--- src/rtl/dmi_req_sequencer_if.sv ---
// DMI request/response handshake between the access sequencer and the
// debug module. Ports: req_valid/req_ready/req, resp_valid/resp_ready/resp.
interface dmi_req_sequencer_if #(
  parameter int ABITS = 7
) ();

  logic              req_valid;
  logic              req_ready;
  logic [ABITS+33:0] req;
  logic              resp_valid;
  logic              resp_ready;
  logic [33:0]       resp;

  modport master (
    output req_valid,
    output req,
    output resp_ready,
    input  req_ready,
    input  resp_valid,
    input  resp
  );

  modport slave (
    input  req_valid,
    input  req,
    input  resp_ready,
    output req_ready,
    output resp_valid,
    output resp
  );

endinterface

--- src/rtl/dmi_req_sequencer.sv ---
// Sequences one DMI access from the TAP's level-held request onto the DM
// valid/ready port. Ports: CLK_I, RST_I (async, high), HARD_RESET_I,
// ERROR_CLR_I, DMI_READ_I, DMI_WRITE_I, DMI_I, DMI_O, DMI_DONE_O,
// DMI_ERROR_O, DM_RST_NO, dm (request/response handshake, master side).
module dmi_req_sequencer #(
  parameter int ABITS          = 7,
  parameter int TIMEOUT_CYCLES = 1000,
  parameter int RESET_CYCLES   = 16
) (
  input  logic              CLK_I,
  input  logic              RST_I,
  input  logic              HARD_RESET_I,
  input  logic              ERROR_CLR_I,
  input  logic              DMI_READ_I,
  input  logic              DMI_WRITE_I,
  input  logic [ABITS+33:0] DMI_I,
  output logic [ABITS+33:0] DMI_O,
  output logic              DMI_DONE_O,
  output logic [1:0]        DMI_ERROR_O,
  output logic              DM_RST_NO,
  dmi_req_sequencer_if.master dm
);

  localparam int TW = $clog2(TIMEOUT_CYCLES + 1);
  localparam int RW = $clog2(RESET_CYCLES + 1);

  localparam logic [TW-1:0] TO_LAST  = TW'(TIMEOUT_CYCLES - 1);
  localparam logic [RW-1:0] RST_LAST = RW'(RESET_CYCLES - 1);

  localparam logic [2:0] ST_RESET    = 3'd0;
  localparam logic [2:0] ST_IDLE     = 3'd1;
  localparam logic [2:0] ST_REQUEST  = 3'd2;
  localparam logic [2:0] ST_RESPONSE = 3'd3;
  localparam logic [2:0] ST_DONE     = 3'd4;

  logic [2:0]        state;
  logic [2:0]        state_d;
  logic [TW-1:0]     to_cnt;
  logic [TW-1:0]     to_cnt_d;
  logic [RW-1:0]     rst_cnt;
  logic [RW-1:0]     rst_cnt_d;
  logic [ABITS+33:0] req_q;
  logic [ABITS+33:0] req_d;
  logic [ABITS+33:0] dmi_q;
  logic [ABITS+33:0] dmi_d;
  logic [1:0]        err_q;
  logic [1:0]        err_d;
  logic [1:0]        err_set;

  logic is_reset;
  logic is_idle;
  logic is_request;
  logic is_response;
  logic is_done;

  logic              timeout;
  logic [ABITS-1:0]  tap_addr;
  logic [ABITS-1:0]  cur_addr;
  logic [ABITS+33:0] busy_word;
  logic [1:0]        resp_err;
  logic              unused_op;

  assign is_reset    = (state == ST_RESET);
  assign is_idle     = (state == ST_IDLE);
  assign is_request  = (state == ST_REQUEST);
  assign is_response = (state == ST_RESPONSE);
  assign is_done     = (state == ST_DONE);

  assign timeout   = (to_cnt == TO_LAST);
  assign tap_addr  = DMI_I[ABITS+33:34];
  assign cur_addr  = req_q[ABITS+33:34];
  assign busy_word = {cur_addr, 2'b11, 32'h0};
  assign unused_op = ^DMI_I[33:32];

  // resp 2 -> failed (10), resp 3 -> busy (11), 0/1 -> no error
  assign resp_err = dm.resp[1] ? dm.resp[1:0] : 2'b00;

  always_comb begin
    state_d   = state;
    to_cnt_d  = '0;
    rst_cnt_d = '0;
    req_d     = req_q;
    dmi_d     = dmi_q;
    err_set   = 2'b00;
    if (HARD_RESET_I && !is_reset) begin
      state_d = ST_RESET;
    end else begin
      unique case (1'b1)
        is_reset: begin
          dmi_d     = '0;
          rst_cnt_d = rst_cnt + 1'b1;
          if (rst_cnt == RST_LAST) begin
            state_d = ST_IDLE;
          end
        end
        is_idle: begin
          if (DMI_READ_I) begin
            req_d   = {tap_addr, 2'b01, 32'h0};
            state_d = ST_REQUEST;
          end else if (DMI_WRITE_I) begin
            req_d   = {tap_addr, 2'b10, DMI_I[31:0]};
            state_d = ST_REQUEST;
          end
        end
        is_request: begin
          to_cnt_d = to_cnt + 1'b1;
          // handshake beats a timeout landing on the same cycle
          if (dm.req_ready) begin
            to_cnt_d = '0;
            state_d  = ST_RESPONSE;
          end else if (timeout) begin
            dmi_d   = busy_word;
            err_set = 2'b11;
            state_d = ST_DONE;
          end
        end
        is_response: begin
          to_cnt_d = to_cnt + 1'b1;
          if (dm.resp_valid) begin
            dmi_d   = {cur_addr, dm.resp[1:0], dm.resp[33:2]};
            err_set = resp_err;
            state_d = ST_DONE;
          end else if (timeout) begin
            dmi_d   = busy_word;
            err_set = 2'b11;
            state_d = ST_DONE;
          end
        end
        is_done: begin
          if (!DMI_READ_I && !DMI_WRITE_I) begin
            state_d = ST_IDLE;
          end
        end
        default: begin
          state_d = ST_RESET;
        end
      endcase
    end
  end

  // first error sticks; a new error in the clear cycle still lands
  always_comb begin
    err_d = err_q;
    if (is_reset) begin
      err_d = 2'b00;
    end else if (err_set != 2'b00 &&
                 (err_q == 2'b00 || ERROR_CLR_I)) begin
      err_d = err_set;
    end else if (ERROR_CLR_I) begin
      err_d = 2'b00;
    end
  end

  always_ff @(posedge CLK_I or posedge RST_I) begin
    if (RST_I) begin
      state   <= ST_RESET;
      to_cnt  <= '0;
      rst_cnt <= '0;
      req_q   <= '0;
      dmi_q   <= '0;
      err_q   <= 2'b00;
    end else begin
      state   <= state_d;
      to_cnt  <= to_cnt_d;
      rst_cnt <= rst_cnt_d;
      req_q   <= req_d;
      dmi_q   <= dmi_d;
      err_q   <= err_d;
    end
  end

  assign DMI_O         = dmi_q;
  assign DMI_DONE_O    = is_done;
  assign DMI_ERROR_O   = err_q;
  assign DM_RST_NO     = !is_reset;
  assign dm.req_valid  = is_request;
  assign dm.req        = req_q;
  assign dm.resp_ready = is_response;

endmodule

--- src/flat_wrapper.sv ---
// flat-port wrapper written by rule: the top's interface ports become plain ports
module dmi_req_sequencer_flat 
#(
  parameter int ABITS          = 7,
  parameter int TIMEOUT_CYCLES = 1000,
  parameter int RESET_CYCLES   = 16
)
  (CLK_I, RST_I, HARD_RESET_I, ERROR_CLR_I, DMI_READ_I, DMI_WRITE_I, DMI_I, DMI_O, DMI_DONE_O, DMI_ERROR_O, DM_RST_NO, dm_req_valid, dm_req, dm_resp_ready, dm_req_ready, dm_resp_valid, dm_resp);
  dmi_req_sequencer_if #(.ABITS(ABITS)) dm_i ();
  input  logic CLK_I;
  input  logic RST_I;
  input  logic HARD_RESET_I;
  input  logic ERROR_CLR_I;
  input  logic DMI_READ_I;
  input  logic DMI_WRITE_I;
  input  logic [ABITS+33:0] DMI_I;
  output logic [ABITS+33:0] DMI_O;
  output logic DMI_DONE_O;
  output logic [1:0] DMI_ERROR_O;
  output logic DM_RST_NO;
  output wire logic [$bits(dm_i.req_valid)-1:0] dm_req_valid;
  output wire logic [$bits(dm_i.req)-1:0] dm_req;
  output wire logic [$bits(dm_i.resp_ready)-1:0] dm_resp_ready;
  input wire logic [$bits(dm_i.req_ready)-1:0] dm_req_ready;
  input wire logic [$bits(dm_i.resp_valid)-1:0] dm_resp_valid;
  input wire logic [$bits(dm_i.resp)-1:0] dm_resp;
  assign dm_req_valid = dm_i.req_valid;
  assign dm_req = dm_i.req;
  assign dm_resp_ready = dm_i.resp_ready;
  assign dm_i.req_ready = dm_req_ready;
  assign dm_i.resp_valid = dm_resp_valid;
  assign dm_i.resp = dm_resp;
  dmi_req_sequencer #(.ABITS(ABITS), .TIMEOUT_CYCLES(TIMEOUT_CYCLES), .RESET_CYCLES(RESET_CYCLES)) u_core (.CLK_I(CLK_I), .RST_I(RST_I), .HARD_RESET_I(HARD_RESET_I), .ERROR_CLR_I(ERROR_CLR_I), .DMI_READ_I(DMI_READ_I), .DMI_WRITE_I(DMI_WRITE_I), .DMI_I(DMI_I), .DMI_O(DMI_O), .DMI_DONE_O(DMI_DONE_O), .DMI_ERROR_O(DMI_ERROR_O), .DM_RST_NO(DM_RST_NO), .dm(dm_i));
endmodule
--- config.mk ---
export PLATFORM = sky130hd
export DESIGN_NAME = dmi_req_sequencer_flat
export DESIGN_NICKNAME = d
export VERILOG_FILES = /design/src/rtl/dmi_req_sequencer_if.sv /design/src/rtl/dmi_req_sequencer.sv /design/src/flat_wrapper.sv
export SDC_FILE = /design/constraint.sdc
export NUM_CORES = 1
export LEC_CHECK = 0
export BUFFER_PORTS_ARGS = -buffer_cell sky130_fd_sc_hd__clkbuf_2
export CAP_MARGIN = 20
export CORE_AREA = 2 2 98 100
export DETAILED_ROUTE_END_ITERATION = 8
export DIE_AREA = 0 0 100 102
export GPL_ROUTABILITY_DRIVEN = 0
export PLACE_DENSITY_LB_ADDON = 0.05
export SYNTH_ARGS = -nofsm -noshare
export SYNTH_HDL_FRONTEND = slang
export SYNTH_SLANG_ARGS = --single-unit
--- constraint.sdc ---
create_clock -name CLK_I -period 3.75 [get_ports CLK_I]
set_input_delay 0.75 -clock CLK_I [delete_from_list [all_inputs] [get_ports CLK_I]]
set_output_delay 0.75 -clock CLK_I [all_outputs]
set_load 0.05 [all_outputs]
# Word level (Yosys, flattened, before mapping)
# Cells that the tools add are included.
dict set report word_totals {
  latchBits 0
  elab_cells 64
  reg_bits 102
  out_inout_bits 88
  memories 0
  mem_bits_rw 0
  in_bits 83
  romBits 0
}
dict set report op_classes {
  shifts 0
  bitwise_logic 1
  n_mux 29
  div 0
  eq_ne 10
  addsub 2
  multipliers 0
  reduce_logical 16
  magnitude_cmp 0
}
# operator count
set ops {}
lappend ops {{41-bit two-way mux} 5}
lappend ops {{41-bit case mux with 3 select lines} 1}
lappend ops {{3-bit two-way mux} 8}
lappend ops {{10-bit two-way mux} 2}
lappend ops {{10-bit case mux with 2 select lines} 1}
lappend ops {{2-bit two-way mux} 8}
lappend ops {{3-bit case mux with 5 select lines} 1}
lappend ops {{10-bit by 1-bit adder with 10-bit output, second input constant} 1}
lappend ops {{10-bit equality test, second input constant} 1}
lappend ops {{5-bit two-way mux} 2}
lappend ops {{3-bit AND reduction} 3}
lappend ops {{3-bit by 2-bit equality test with 1-bit output, second input constant} 2}
lappend ops {{3-bit nonzero test} 2}
lappend ops {{5-bit by 1-bit adder with 5-bit output, second input constant} 1}
lappend ops {{5-bit by 4-bit equality test with 1-bit output, second input constant} 1}
lappend ops {{4-bit inequality test, second input constant} 1}
lappend ops {{2-bit case mux with 2 select lines} 1}
lappend ops {{2-bit nonzero test} 2}
lappend ops {{3-bit by 1-bit equality test with 1-bit output, second input constant} 1}
lappend ops {{3-bit equality test, second input constant} 1}
lappend ops {{1-bit logical AND} 3}
lappend ops {{1-bit zero test} 3}
lappend ops {{3-bit zero test} 1}
lappend ops {{3-bit by 1-bit inequality test with 1-bit output, second input constant} 1}
lappend ops {{other kinds (5)} 5}

# Depth between registers and ports, before layout
dict set report depth {
  depth_word 9
  mapped_depth 7
  ltp_nobuf 6
}

# Worst setup path before layout
# Ideal clock, no wire load.
dict set report synth_path {
  path_kind {reg2out}
  from {register u_core.state[2]}
  to {output port dm_req_valid}
  path_stages_with_launch 4
  n_path_buf 1
  path_slack_ns 1.627
  arrival_ns 1.373
  cell_sequence {dfrtp_1 > clkbuf_1 > nand2b_1 > nor2_1}
}
dict set report synth_via {
  elab_chain_len 1
}
# element line_no
set synth_rtl {}
lappend synth_rtl {{from (decl)} dmi_req_sequencer.sv:36} ;# logic [2:0] state;
lappend synth_rtl {{from (signal assigned)} dmi_req_sequencer.sv:163} ;# state <= state_d;
lappend synth_rtl {{3-bit by 2-bit equality test with 1-bit output} dmi_req_sequencer.sv:65} ;# assign is_request = (state == ST_REQUEST);
lappend synth_rtl {{to (decl)} flat_wrapper.sv:21} ;# output wire logic [$bits(dm_i.req_valid)-1:0] dm_req_valid;
# Every way passes these cells.

# Worst setup path in the final report
dict set report layout_path {
  from {register u_core.state[1]}
  to {output port DM_RST_NO}
}
dict set report layout_via {
  elab_chain_len 2
}
# element line_no
set layout_rtl {}
lappend layout_rtl {{3-bit zero test} dmi_req_sequencer.sv:63} ;# assign is_reset = (state == ST_RESET);
lappend layout_rtl {{1-bit zero test} dmi_req_sequencer.sv:175} ;# assign DM_RST_NO = !is_reset;
lappend layout_rtl {{to (decl)} flat_wrapper.sv:20} ;# output logic DM_RST_NO;
# Every way passes these cells.

==> insert_results.sql <==
INSERT INTO impl_metrics (metric_group, metric, value, unit) VALUES
('cells_and_area', 'post-route-util', '0.595', ''),
('sta', 'timing.setup.tns', '0', 'ns'),
('power_and_ir_drop', 'pwr_density_cell', '599', 'nW/um^2'),
('place', 'dp_hpwl', '6.81', 'mm'),
('clock_network', 'cts_max_path_buffers', '2', ''),
('yosys', 'number_of_nets_in_the_synthesized_netlist', '466', ''),
('power_and_ir_drop', 'power.share.sequential', '0.425', ''),
('clock_network', 'worst_skew_pair.late_latency', '0.35', 'ns'),
('cells_and_area', 'fin_nets', '626', ''),
('sta', 'slew_headroom', '0.565', ''),
('yosys', 'synthesis.instances', '380', ''),
('clock_network', 'clockRootBuffer', 'sky130_fd_sc_hd__clkbuf_8', ''),
('yosys', 'synth_edf_count', '0', ''),
('critical_path', 'beginning_of_the_worst_register_to_register_path', 'u_core.state[1]', ''),
('critical_path', 'worstSetupEndpointType', 'primary output', ''),
('sta', 'slew_at_the_pin_with_the_worst_max_slew_slack', '0.652', 'ns'),
('power_and_ir_drop', 'sw_frac_of_total', '0.399', ''),
('detailed_routing', 'drcViolationCount', '0', ''),
('sta', 'period_utilization_post_route', '0.668', ''),
('clock_network', 'tritoncts_clock_tree', 'yes', ''),
('sta', 'final_max_slew_viol_count', '0', ''),
('detailed_routing', 'drt_iter0_drc', '138', ''),
('yosys', 'netlist.top_cell.by_area', 'sky130_fd_sc_hd__dfrtp_1', ''),
('yosys', 'post_synth_design_cell_area', '4250', 'um^2'),
('clock_network', 'cts_setup_buffers', '0', ''),
('global_routing', 'grt_max_degree', '75', ''),
('cells_and_area', 'final_cell_mix', 'sky130_fd_sc_hd__clkbuf_2 (168), sky130_fd_sc_hd__dfrtp_1 (102), sky130_fd_sc_hd__nand2_1 (43)', ''),
('critical_path', 'crit-reg2reg-capture', 'u_core.DMI_O[30]', ''),
('critical_path', 'ff2ff_setup_slack', '1.70', 'ns'),
('clock_network', 'cts.htree.levels', '3', ''),
('sta', 'setup_viol', '0', ''),
('yosys', 'netlist.area_leader.share', '0.601', ''),
('yosys', 'ys_types', '43', ''),
('global_routing', 'grt_remaining_overflow', '0', ''),
('critical_path', 'crit_path_start_kind', 'flop', ''),
('cells_and_area', 'drive_gt1_frac', '0.369', ''),
('cells_and_area', 'final-instance-count-excl-fill', '656', ''),
('clock_network', 'cts_resized', '0', ''),
('cells_and_area', 'finish.instance_area', '5420', 'um^2'),
('cells_and_area', 'syn_to_final_growth', '27.7', '%'),
('sta', 'finalHoldViolCount', '0', ''),
('yosys', 'post_synth.cell_area_avg', '11.2', 'um^2'),
('yosys', 'async_set_or_reset_flop_fraction_in_the_synthesized_netlist', '1.00', ''),
('sta', 'finalClockSkew', '0.0101', 'ns'),
('power_and_ir_drop', 'total_power', '3.25', 'mW'),
('detailed_routing', 'drtAntennaViolNets', '0', ''),
('power_and_ir_drop', 'power.switching', '1.30', 'mW'),
('place', 'post_dp_cell_area', '5170', 'um^2'),
('clock_network', 'cts_buffer_count', '9', ''),
('detailed_routing', 'route.final.wire_length', '9.69', 'mm'),
('detailed_routing', 'dr_total_vias', '3333', ''),
('global_routing', 'grt_pass1_vias', '3138', ''),
('clock_network', 'cts_sink_cnt', '102', ''),
('power_and_ir_drop', 'power_leakage', '2.80', 'nW'),
('sta', 'worst_slack', '1.25', 'ns'),
('outcome', 'status', 'finished, final reports clean', ''),
('critical_path', 'cp_max_fo', '12', ''),
('sta', 'rsz0062_at_grt', 'no', ''),
('yosys', 'seq_area_frac_synth', '0.601', ''),
('die', 'initial_core_util', '0.466', ''),
('die', 'fp.dieH', '102', 'um'),
('global_routing', 'antenna_found_initial', '0', ''),
('sta', 'max_freq', '399', 'MHz'),
('sta', 'period_needed', '2.50', 'ns'),
('yosys', 'ys_top_cells_by_area', 'sky130_fd_sc_hd__dfrtp_1 (60%), sky130_fd_sc_hd__a22o_1 (8.0%), sky130_fd_sc_hd__nand2b_1 (5.2%)', ''),
('clock_network', 'clock_edge_transition_at_the_registers_on_the_reported_setup_and_hold_paths', '0.10', 'ns'),
('die', 'floorplan.rows', '35', ''),
('power_and_ir_drop', 'power.ir.vdd_worst', '0.336', 'mV'),
('sta', 'timing.hold.ws', '0.454', 'ns'),
('detailed_routing', 'route.detailed.vias_per_inst', '5.08', ''),
('place', 'post-place-cells', '639', '');
==> state kept, by name, indices dropped and copies added (netlist names) <==
name	count
u_core.to_cnt	10
u_core.DMI_ERROR_O	2
u_core.rst_cnt	5
u_core.state	3
u_core.dm.req	41
u_core.DMI_O	41
==> worst max-delay path by stage <==
stage                    start               endpoint  cells after the start
3_5_place_dp        DMI_READ_I      u_core.dm.req[34]                      5
4_1_cts        u_core.state[0]              DM_RST_NO                      3
6_report       u_core.state[1]              DM_RST_NO                      3
5_1_grt        u_core.state[0]              DM_RST_NO                      3
3_3_place_gp        DMI_READ_I      u_core.dm.req[34]                      5
2_1_floorplan            RST_I  u_core.DMI_ERROR_O[0]                      1
==> cells by family after synthesis <==
group | after synthesis | share of synthesized area
AND/OR/NAND/NOR | 129 | 0.157
flip-flops | 102 | 0.601
AO/OA/AOI/OAI | 100 | 0.164
buffers and inverters | 30 | 0.0309
XOR/XNOR | 8 | 0.0165
multiplexers | 8 | 0.0212
adder cells (fa/ha/maj) | 3 | 0.00884
==> power groups by stage <==
stage | Sequential (mW) | Combinational, mW | Clock [mW]
6_report | 1.38 | 1.11 | 0.756
5_1_grt | 1.41 | 1.21 | 0.825
4_1_cts | 1.38 | 1.10 | 0.782
3_5_place_dp | 1.40 | 1.10 | 0
3_3_place_gp | 1.40 | 1.08 | 0
2_1_floorplan | 1.87 | 0.345 | 0
==> cell type report <==
class / instances / area, um^2
multi-input combinational: 248 / 1580
clock buffer: 11 / 141
fill: 834 / 3680
timing repair buffer: 172 / 903
sequential: 102 / 2550
inverter: 7 / 28.8
tap: 111 / 139
clock inverter: 5 / 81.3
==> critical path, cell delays in order (launching register included) <==
cell,delay [ns]
sky130_fd_sc_hd__dfrtp_1,0.52
sky130_fd_sc_hd__nor3_1,0.41
sky130_fd_sc_hd__inv_1,0.20
sky130_fd_sc_hd__clkbuf_2,0.28
==> layer usage <==
| metal | vias to the layer above | share of wire | routed length, um | global-route usage |
|---|---|---|---|---|
| met1 | 1561 | 0.45 | 4380 | 0.261 |
| met2 | 124 | 0.46 | 4450 | 0.298 |
| met5 | - | 0 | 0 | 0 |
| met4 | 0 | 0.014 | 137 | 0.0748 |
| li1 | 1635 | - | - | - |
| met3 | 13 | 0.074 | 712 | 0.0479 |
==> Yosys cell counts (all sizes together) (6+ instances only) <==
library cell and n:
o21ai 42, dfrtp 102, inv 7, nor2 19, a22o 39, nand2 43, mux2 8, nand2b 35
clkbuf 12, buf 11, a21oi 6
No activity file was read; power rests on OpenSTA's default activity.
